**config.mk**
```make
export PLATFORM = sky130hd
export DESIGN_NAME = decoder_strobe
export DESIGN_NICKNAME = d
export VERILOG_FILES = /design/src/rtl/decoder_pkg.sv /design/src/rtl/hold_counter.sv /design/src/rtl/decoder_strobe.sv
export SDC_FILE = /design/constraint.sdc
export NUM_CORES = 1
export LEC_CHECK = 0
export ABC_AREA = 1
export BUFFER_PORTS_ARGS = -buffer_cell sky130_fd_sc_hd__buf_2
export CELL_PAD_IN_SITES_DETAIL_PLACEMENT = 2
export CELL_PAD_IN_SITES_GLOBAL_PLACEMENT = 2
export CORE_MARGIN = 2
export CORE_UTILIZATION = 34
export CTS_CLUSTER_DIAMETER = 50
export CTS_CLUSTER_SIZE = 16
export DETAILED_ROUTE_END_ITERATION = 12
export PLACE_DENSITY_LB_ADDON = 0.1
export SYNTH_ARGS = -nofsm -noshare
export SYNTH_HDL_FRONTEND = slang
export SYNTH_SLANG_ARGS = --single-unit
```
**constraint.sdc**
```tcl
create_clock -name clk -period 4.1 [get_ports clk]
set_clock_uncertainty 0.1 [all_clocks]
set_input_delay 0.41 -clock clk [delete_from_list [all_inputs] [get_ports clk]]
set_output_delay 0.41 -clock clk [all_outputs]
set_load 0.01 [all_outputs]
```
**src/rtl/decoder_pkg.sv**
```systemverilog
// rtl/decoder_pkg.sv - shared types, widths and helpers for the strobe decoder
//
// Purpose : state encoding, default code/output widths and the one-hot helper
//           used by decoder_strobe.
// Ports   : none (package).
package decoder_pkg;

  localparam int DEC_CODE_W = 3;
  localparam int DEC_OUT_W  = 2 ** DEC_CODE_W;

  typedef enum logic [1:0] {
    IDLE  = 2'd0,
    DRIVE = 2'd1,
    GUARD = 2'd2
  } dec_state_e;

  // Zero-extended index into a single set bit; every code value is legal.
  function automatic logic [DEC_OUT_W-1:0] onehot_of(input logic [DEC_CODE_W-1:0] code);
    logic [DEC_OUT_W-1:0] r;
    r       = '0;
    r[code] = 1'b1;
    return r;
  endfunction

endpackage

```
**src/rtl/hold_counter.sv**
```systemverilog
// rtl/hold_counter.sv - loadable down-counter with zero flag
//
// Purpose : counts remaining hold cycles; load has priority over dec and the
//           count saturates at zero.
// Ports   : clk, rst_n (async active-low), load/load_val (preset),
//           dec (decrement request), zero (count is zero).
module hold_counter #(
  parameter int CNT_W = 8
) (
  input  logic             clk,
  input  logic             rst_n,
  input  logic             load,
  input  logic [CNT_W-1:0] load_val,
  input  logic             dec,
  output logic             zero
);

  logic [CNT_W-1:0] cnt_q;
  logic [CNT_W-1:0] cnt_d;

  always_comb begin
    cnt_d = cnt_q;
    if (load) begin
      cnt_d = load_val;
    end else if (dec && (cnt_q != '0)) begin
      cnt_d = cnt_q - 1'b1;
    end
  end

  always_ff @(posedge clk or negedge rst_n) begin
    if (!rst_n) begin
      cnt_q <= '0;
    end else begin
      cnt_q <= cnt_d;
    end
  end

  assign zero = (cnt_q == '0);

endmodule

```
**src/rtl/decoder_strobe.sv**
```systemverilog
// rtl/decoder_strobe.sv - sequential 3-to-8 one-hot decoder with guarded strobes
//
// Purpose : each accepted code drives one output line for HOLD cycles, then a
//           single all-zero guard cycle with a done pulse.
// Ports   : clk, rst_n (async active-low)
//           in_valid/in_code/in_ready : code input handshake
//           abort                     : synchronous cancel of the current strobe
//           out_onehot/out_active     : registered one-hot output and its OR
//           done                      : one-cycle pulse at the end of a strobe
module decoder_strobe
  import decoder_pkg::*;
#(
  parameter int CODE_W = DEC_CODE_W,
  parameter int HOLD   = 4,
  parameter int CNT_W  = 8
) (
  input  logic                 clk,
  input  logic                 rst_n,
  input  logic                 in_valid,
  input  logic [CODE_W-1:0]    in_code,
  output logic                 in_ready,
  input  logic                 abort,
  output logic [2**CODE_W-1:0] out_onehot,
  output logic                 out_active,
  output logic                 done
);

  localparam int OUT_W = 2 ** CODE_W;

  dec_state_e        state_q, state_d;
  logic [CODE_W-1:0] code_q, code_d;
  logic [OUT_W-1:0]  onehot_q, onehot_d;
  logic              active_q, active_d;
  logic              done_q, done_d;
  logic              ready_q, ready_d;

  logic cnt_load;
  logic cnt_dec;
  logic cnt_zero;

  // Counter is preset to HOLD-1 on accept, so DRIVE lasts exactly HOLD cycles.
  hold_counter #(
    .CNT_W (CNT_W)
  ) u_hold_counter (
    .clk      (clk),
    .rst_n    (rst_n),
    .load     (cnt_load),
    .load_val (CNT_W'(HOLD - 1)),
    .dec      (cnt_dec),
    .zero     (cnt_zero)
  );

  always_comb begin
    state_d  = state_q;
    code_d   = code_q;
    onehot_d = onehot_q;
    active_d = active_q;
    done_d   = done_q;
    ready_d  = ready_q;
    cnt_load = 1'b0;
    cnt_dec  = 1'b0;

    unique case (state_q)
      IDLE: begin
        done_d  = 1'b0;
        ready_d = 1'b1;
        if (in_valid && ready_q) begin
          state_d  = DRIVE;
          code_d   = in_code;
          onehot_d = onehot_of(in_code);
          active_d = 1'b1;
          ready_d  = 1'b0;
          cnt_load = 1'b1;
        end
      end
      DRIVE: begin
        // in_valid is deliberately not looked at here: no queueing of codes.
        if (cnt_zero || abort) begin
          state_d  = GUARD;
          onehot_d = '0;
          active_d = 1'b0;
          done_d   = 1'b1;
        end else begin
          onehot_d = onehot_of(code_q);
          cnt_dec  = 1'b1;
        end
      end
      GUARD: begin
        state_d  = IDLE;
        done_d   = 1'b0;
        ready_d  = 1'b1;
      end
      default: begin
        state_d  = IDLE;
        onehot_d = '0;
        active_d = 1'b0;
        done_d   = 1'b0;
        ready_d  = 1'b1;
      end
    endcase
  end

  always_ff @(posedge clk or negedge rst_n) begin
    if (!rst_n) begin
      state_q  <= IDLE;
      code_q   <= '0;
      onehot_q <= '0;
      active_q <= 1'b0;
      done_q   <= 1'b0;
      ready_q  <= 1'b1;
    end else begin
      state_q  <= state_d;
      code_q   <= code_d;
      onehot_q <= onehot_d;
      active_q <= active_d;
      done_q   <= done_d;
      ready_q  <= ready_d;
    end
  end

  assign out_onehot = onehot_q;
  assign out_active = active_q;
  assign done       = done_q;
  assign in_ready   = ready_q;

endmodule
```
## Word-level counts from Yosys, hierarchy flattened

Cells that the tools add are included.

- Flip-flop bits (word level): 24
- Input port bits: 7

- $add $sub $neg: 1
- $lt $le $gt $ge: 4
- Eq/ne operators: 4
- Mux-type cells: 23
- Bitwise gates (word level): 1
- Reduce and logical (&&, ||, !) cells: 13

Operators with widths:

| operator | number |
|---|---|
| 8-bit 2-to-1 mux | 4 |
| 8-bit one-hot mux with 3 select lines | 1 |
| 1-bit 2-to-1 mux | 11 |
| 8-bit logical NOT | 1 |
| 3-bit by 4-bit < comparator with 1-bit output, second input constant | 2 |
| 8-bit nonzero test | 1 |
| 8-bit by 1-bit subtractor with 8-bit output, second input constant | 1 |
| 1-bit demux with 3-bit select | 2 |
| 3-bit by 1-bit greater-or-equal comparator with 1-bit output, second input constant | 2 |
| 2-bit AND reduction | 3 |
| 1-bit logical AND | 4 |
| 2-bit 2-to-1 mux | 2 |
| 2-bit != test, second input constant | 2 |
| 2-bit one-hot mux with 2 select lines | 1 |
| 1-bit one-hot mux with 3 select lines | 1 |
| 3-bit AND reduction | 1 |
| 2-bit by 1-bit == test with 1-bit output, second input constant | 1 |
| 2-bit == test, second input constant | 1 |
| 2-bit logical NOT | 1 |
| 1-bit one-hot mux with 2 select lines | 1 |
| 2-bit nonzero test | 1 |
| 1-bit logical OR | 1 |
| 1-bit NOT | 1 |

## Logic depth before layout (Yosys ltp)

Gate-level depths: netlist of the first run.

- Depth after elaboration: 7
- Gate-level depth with buffers: 10
- Mapped depth without buffers: 10

## Modules after synthesis

A second synthesis of the first run with hierarchy kept.

- Cells, all modules: 212
- Area total of the unflattened synthesis: 1433.9 µm²

By module, submodules not included:

| module | instances | cells each | area an instance (µm²) |
|---|---|---|---|
| decoder_strobe | 1 | 119 | 837.1 |
| hold_counter | 1 | 93 | 596.8 |

## Least setup slack after synthesis of the first run

Ideal clock, no wire load.

- Path type: reg2reg
- From: register u_hold_counter.cnt_q[0]
- To: register u_hold_counter.cnt_q[1]
- Arrival time: 1.151 ns
- Required time: 3.879 ns
- Setup slack: 2.728 ns
- Cell stages (with the launch flop): 10
- Path buffers: 0
- Clock period less this slack: 1.372 ns
- Cells stage by stage: dfrtp_1 inv_1 ha_1 nand3_1 inv_1 nand2_4 nand2_4 nand2_4 nand2_1 o21ai_1

- Cells in the longest elaborated chain, start to end: 6
- Elaborated cells between the ends (all ways): 10
- Those cells by class: add/sub: 1; mux: 4; reduce/logical: 5

Ends and longest elaborated chain:

| item | RTL line | RTL |
|---|---|---|
| from (decl) | hold_counter.sv:18 | `logic [CNT_W-1:0] cnt_q;` |
| from (signal assigned) | hold_counter.sv:34 | `cnt_q <= cnt_d;` |
| branches (longest 6 deep; another with 8-bit by 1-bit subtractor with 8-bit output) | n/a |  |

Parallel ways; which one is timed is not known. The select of a mux whose other input is x is not followed.
A chain may end at the register's enable or synchronous reset.

## Worst setup path in the final report of the first run

- From: register u_hold_counter.cnt_q[0]
- To: register u_hold_counter.cnt_q[5]

The elaborated chain is that of the path after synthesis.

==> results by group, run 1 <==
GRT
  – First-pass GRT wire length: around 6400 um
  – All-Layer GR Usage: between 10% and 20%
  – Largest net degree at the start of global routing: 25
  – Vias in the first global route: between 1000 and 1500
  – Grt ovf: 0
  – Initial antenna violation count: 0

Pwr
  – Net switching power: ~580 uW
  – Internal power: roughly 610 uW
  – Sw Share: between 40 and 50%
  – Overall power: 1190 uW
  – Clock share of power: 13.9%
  – Comb pwr share: 50.2%
  – Pleak: 0.000889 uW
  – Reg power frac: 35.9%
  – IR drop worst, VDD: roughly 340 uV
  – Pwr dens: 767 nW/um2

Detailed routing
  – Drt pass-1 iters: 4
  – Max layer used: met4
  – DRT antenna net count: 0
  – WL/cell: roughly 15 um
  – Initial DRC Count: 39
  – Post-route DRC violation count: 0
  – Routed via count: ~1300
  – WL met1: around 1700 um
  – Metal3 WL: ~69 um
  – DR WL met2: between 2000 and 2500 um
  – Final WL: ~3800 um
  – Vias/cell: between 5 and 6

Floorplanning
  – Initial Utilization: ~36%
  – DIE AREA: 4510 um2
  – Die X-Extent: roughly 67 um
  – Die Height: between 60 and 70 um
  – IO Pins: 18
  – Core Area: 3740 um2
  – Cell Rows: 22

Critical path
  – Crit-path slowest cell: dfrtp_1
  – Worst Path Arrival: 1.78 ns
  – Startpoint Class: flip-flop
  – Crit Path Max Fanout: 9
  – Stages on the worst setup path: 10
  – WP data required: between 4 and 5 ns
  – Most used cell, CP: nand2_4
  – WP buf/inv: 3
  – Crit Reg-Reg Startpoint: u_hold_counter.cnt_q[0]$_DFFE_PN0P_
  – Max incr delay on CP: ~0.4 ns
  – R2r endpoint: u_hold_counter.cnt_q[5]$_DFFE_PN0P_
  – Delay-heaviest family, CP: simple AND/OR/NAND/NOR gates
  – Type of the worst setup path: flip-flop to flip-flop
  – Crit end category: flip-flop
  – Reg2reg path depth: 10
  – R2R Setup Slk: 2.42 ns
  – Critical path cell sequence: inv_1 -> ha_1 -> nand3_1 -> inv_1 -> nand2_4 -> nand2_4 -> nand2_4 -> inv_4 -> nand2_1 -> nand2_1

Clock network
  – Clock insertion delay at the later pin of the skew report: around 0.27 ns
  – H-Tree Depth: 1
  – CTS resizes: 0
  – Hold_buf cts: 0
  – Clock transition at path regs: about 0.090 ns
  – TritonCTS buffer count: 3
  – Clock sinks: 24
  – Max Buffers Root-to-Sink: 2
  – CTS tree: done
  – Root buffer cell: clkbuf_8
  – Post-CTS Setup Bufs: 0

Yosys
  – Post-Syn Area: between 1000 and 1500 um2
  – Async S/R FF share, synth: 100%
  – Main synth FF type: dfrtp_1
  – Yosys top cell by area: dfrtp_1
  – Sequential cell area fraction in the yosys report: about 44%
  – Syn_nets: ~190
  – Synth cell types: 22
  – Synthesis Warnings: 0
  – Mapped Cells: between 150 and 200
  – Flops & latches, synth: 24
  – Area contributors post-synth: dfrtp_1, nand2_1, nand3_1
  – Post-Syn Area per Cell: 7.41 um2
  – Share of the synthesized area in the top cell type: a little over two fifths
  – EDFF count, synth: 0

Layout
  – Area grow syn2layout: 14.4%
  – Fillcell total: 447
  – Register area: 602 um2
  – Area of the multi-input gates: between 600 and 700 um2
  – Most common cell after layout, fill and taps aside: nand2_1
  – Final nets: about 210
  – Most frequent cells in the layout: nand2_1, dfrtp_1, inv_1
  – Layout cells sized above 1: between 15 and 20%
  – # diodes: 0
  – Non-Filler Cell Area, Final: around 1600 um2
  – Fin util: 41.4%

STA
  – Fmax: between 500 and 600 MHz
  – Pins Over Slew Limit: 0
  – Final worst slack: between 2 and 2.5 ns
  – Final number of hold-violating endpoints: 0
  – Slew @ Worst Pin: 0.574 ns
  – Post-route minimum period: between 1.5 and 2 ns
  – Slew margin rel.: between 60% and 70%
  – RSZ-0062 raised after global routing: no
  – Setup TNS Final: 0 ns
  – Final setup fails: 0
  – Tcrit/Tclk final: 40.9%

Placement
  – Final GP Congestion: 0.812
  – Pre-CTS setup slack: approximately 2.4 ns
  – Post-detail-place hpwl: around 3000 um
  – Area after DPL: between 1000 and 1500 um2
  – IO buf count: 17

Flow run
  – # Max-Cap Violations: 0

Min path
  – Worst Hold Class: input pin to asynchronous set/reset pin

Outcome
  – Outcome: complete, no violations
## power by group through the flow
stage / registers [uW] / logic, uW / clock network (uW)
final: 427 / 597 / 165
after global routing: 445 / 677 / 177
after CTS: 428 / 616 / 168
after detailed placement: 432 / 608 / 0
after global placement: 426 / 570 / 0
after floorplan: 428 / 418 / 0
## synthesized netlist by cell type (2+ instances only)
library cell  number
dfrtp_1           23
ha_1               2
inv_1             19
inv_4              2
nand2_1           73
nand2_4            4
nand3_1           15
nand4_1            6
nor2_1            13
nor2_2             2
nor2_8             2
nor3_1             9
o21ai_0            3
o21ai_1            2
## final cells by class
| type | instances | share of cell area, % |
|---|---|---|
| repair buffers | 17 | 5.48 |
| multi-input cells | 136 | 42.7 |
| flip-flops and latches | 24 | 38.8 |
| inverters | 22 | 5.65 |
| well taps | 48 | 3.87 |
| clock buffers | 4 | 3.55 |
## flip-flops by register name, indices dropped and copies added (netlist names)
register / count
state_q: 2
out_active: 1
u_hold_counter.cnt_q: 8
in_ready: 1
done: 1
code_q: 3
out_onehot: 8
## worst max-delay path by stage
| stage | from | endpoint |
|---|---|---|
| 6_report | u_hold_counter.cnt_q[0]$_DFFE_PN0P_ | u_hold_counter.cnt_q[5]$_DFFE_PN0P_ |
| 5_1_grt | u_hold_counter.cnt_q[0]$_DFFE_PN0P_ | u_hold_counter.cnt_q[6]$_DFFE_PN0P_ |
| 4_1_cts | u_hold_counter.cnt_q[0]$_DFFE_PN0P_ | u_hold_counter.cnt_q[5]$_DFFE_PN0P_ |
| 3_5_place_dp | in_valid | out_active$_DFFE_PN0P_ |
| 3_3_place_gp | in_valid | out_active$_DFFE_PN0P_ |
| 2_1_floorplan | u_hold_counter.cnt_q[0]$_DFFE_PN0P_ | u_hold_counter.cnt_q[1]$_DFFE_PN0P_ |
## cells by family (layout without fill, tap and decap cells)
logic type	after synthesis	count (layout)	share of synthesized area (%)
flip-flops	24	24	44.4
AND/OR/NAND/NOR	125	125	43.1
XOR/XNOR	1	1	0.646
adder cells (fa/ha/maj)	2	2	1.84
buffers and inverters	23	43	6.83
AO/OA/AOI/OAI	8	8	3.23
## routing by layer
layer | GRT usage (%) | up-vias
li1 | - | 616
met1 | 21.7 | 648
met2 | 37.6 | 10
met3 | 2.50 | 2
met4 | 3.83 | 0
met5 | 0 | -
## per-stage QoR
| stage | cells | hold slack [ns] |
|---|---|---|
| CTS | 251 | 0.0453 |
| global route | 251 | 0.0531 |
| finish | 251 | 0.0271 |
| global placement | 247 | 0.325 |
| floorplan | 183 | 0.0144 |
| detailed placement | 247 | 0.340 |
Note: power is estimated with default switching activity, not from simulation.
==> run 2, diff against run 1 <==
Settings changed: CORE_UTILIZATION 34 to 29.
Clock period 4.1 ns to 1.5 ns, I/O delays scaled along.
==> run 2 against run 1 <==
Net effect: sequential cell count unchanged; via count increased by 4.8%; worst setup slack got worse by 2.4 ns; critical path depth decreased by 1; clock-buffer cell count decreased by 1; combinational power increased to 3.7 times the previous value; routed wire length increased by 20%; global-route usage decreased by 1.0 points; cell count increased by 7.6%; non-clock buffer count increased by 13.
==> results by group, run 2 (same netlist as run 1, synthesis figures left out) <==
Outcome
  – Outcome: complete, no violations

Clock network
  – Clock sinks: 24
  – Clock transition at path regs: 0.09 ns
  – Clock insertion delay at the later pin of the skew report: between 0.2 and 0.3 ns
  – TritonCTS buffer count: 3
  – CTS tree: done
  – Max Buffers Root-to-Sink: 2
  – Root buffer cell: clkbuf_8
  – H-Tree Depth: 1

Floorplanning
  – Core Area: roughly 4400 um2
  – Initial Utilization: between 30% and 40%
  – DIE AREA: ~5200 um2
  – Die X-Extent: between 70 and 80 um
  – IO Pins: 18
  – Cell Rows: 24
  – Die Height: a little over 70 um

Critical path
  – Critical path cell sequence: inv_2 -> ha_4 -> nand3_4 -> clkinv_4 -> nand2_8 -> nand2_4 -> buf_4 -> nand2_1 -> nand3_1
  – Startpoint Class: flip-flop
  – Reg2reg path depth: 9
  – Delay-heaviest family, CP: flip-flops
  – Type of the worst setup path: flip-flop to flip-flop
  – Worst setup path start: u_hold_counter.cnt_q[1]$_DFFE_PN0P_
  – Crit end category: flip-flop
  – WP buf/inv: 3
  – Crit-path slowest cell: dfrtp_1
  – Crit Reg-Reg Startpoint: u_hold_counter.cnt_q[1]$_DFFE_PN0P_
  – R2r endpoint: u_hold_counter.cnt_q[0]$_DFFE_PN0P_
  – Worst Path Arrival: between 1.5 and 2 ns
  – R2R Setup Slk: 0.07 ns
  – WP data required: between 1.5 and 2 ns
  – Stages on the worst setup path: 9
  – Crit Path Max Fanout: 5
  – Worst Setup EP: u_hold_counter.cnt_q[0]$_DFFE_PN0P_
  – Max incr delay on CP: roughly 0.38 ns

Layout
  – Non-Filler Cell Area, Final: 1770 um2
  – Most frequent cells in the layout: nand2_1, dfrtp_1, buf_2
  – Area grow syn2layout: 30.3%
  – Final nets: about 230
  – Area of the multi-input gates: ~730 um2
  – Most common cell after layout, fill and taps aside: nand2_1
  – Fillcell total: 541
  – Layout cells sized above 1: ~27%
  – # diodes: 0
  – Register area: 604 um2

STA
  – Slew margin rel.: approximately three fifths
  – Post-route minimum period: between 1 and 1.5 ns
  – Pins Over Slew Limit: 0
  – Tcrit/Tclk final: 95.6%
  – Slew @ Worst Pin: roughly 0.58 ns
  – Fmax: approximately 700 MHz
  – Final setup fails: 0
  – Final number of hold-violating endpoints: 0
  – Final worst slack: between 0.06 and 0.07 ns
  – RSZ-0062 raised after global routing: yes

GRT
  – Grt ovf: 0
  – Vias in the first global route: 1466
  – First-pass GRT wire length: between 7000 and 8000 um
  – Largest net degree at the start of global routing: 25
  – Initial antenna violation count: 0
  – All-Layer GR Usage: 18.1%

Detailed routing
  – Final WL: 4570 um
  – DRT antenna net count: 0
  – Drt pass-1 iters: 4
  – Initial DRC Count: 26
  – WL/cell: 16.9 um
  – Post-route DRC violation count: 0
  – Vias/cell: slightly below 5
  – Routed via count: around 1300

Placement
  – Area after DPL: ~1600 um2
  – IO buf count: 17
  – Post-detail-place hpwl: between 3000 and 4000 um
  – Final GP Congestion: ~0.8
  – Pre-CTS setup slack: -0.0452 ns

Pwr
  – Pleak: ~0.00096 uW
  – Net switching power: roughly 2000 uW
  – Reg power frac: 29.5%
  – Clock share of power: 15.3%
  – Internal power: just over 2000 uW
  – Sw Share: a little under 50%
  – Comb pwr share: a little under three fifths
  – Pwr dens: 2260 nW/um2
  – IR drop worst, VDD: 918 uV

Min path
  – Worst Hold Class: input pin to flip-flop
  – Hold Startpoint: in_code[0]

Flow run
  – # Max-Cap Violations: 0
## run 2: timing repair
item,in CTS,in global routing
resized for setup,6,15
hold buffers,1,0
setup endpoints to repair,12,17
endpoints found under the hold margin,23,0
pin swaps,0,4
cloned,0,2
setup buffers,0,5
## run 2: power by group through the flow
stage,clock [uW],combinational [uW],sequential (uW)
floorplan,0,1140,1170
CTS,616,1860,1170
global route,647,2470,1230
detailed placement,0,1820,1180
global placement,0,1710,1150
finish,610,2210,1180
## run 2: per-stage QoR
stage / hold slack, ns / power (uW) / setup TNS, ns / utilization [%] / instances
floorplan: -0.246 / 2310 / 0 / - / 183
global placement: 0.0663 / 2860 / 0 / 35.0 / 258
detailed placement: 0.0822 / 3000 / -0.199 / 35.0 / 258
finish: 0.0757 / 4000 / 0 / 39.8 / 270
global route: 0.0862 / 4350 / -0.182 / 39.8 / 270
CTS: 0.0765 / 3650 / 0 / 37.0 / 263
## run 2: worst min-delay path by stage
stage,to,slack (ns),depth (start not counted)
floorplan,code_q[0]$_DFFE_PN0P_,-0.25,0
global placement,out_active$_DFFE_PN0P_,0.07,1
detailed placement,out_active$_DFFE_PN0P_,0.08,1
CTS,code_q[0]$_DFFE_PN0P_,0.08,3
global route,code_q[0]$_DFFE_PN0P_,0.09,3
finish,code_q[0]$_DFFE_PN0P_,0.08,3
## run 2: worst min-delay path, delay by kind of cell
kind                   cells  cell delay (ns)
AOI/OAI and AO/OA          1             0.08
and+or+nand+nor            1             0.08
buffers and inverters      1             0.10
## run 2: per-layer routing
layer | wire [um] | up-vias | track usage [%]
met3 | 108 | 6 | 2.50
li1 | - | 650 | -
met2 | 2420 | 17 | 32.0
met1 | 1970 | 664 | 22.7
met4 | 70 | 0 | 5.76
met5 | 0 | - | 0
## run 2: final cells by class
class                      instances  share of cell area (%)
inverter                          22                    5.52
tap                               52                    3.68
clock buffer                       3                    2.34
clock inverter                     1                    1.70
sequential                        24                    34.2
multi-input combinational        138                    41.4
timing repair buffer              30                    11.2
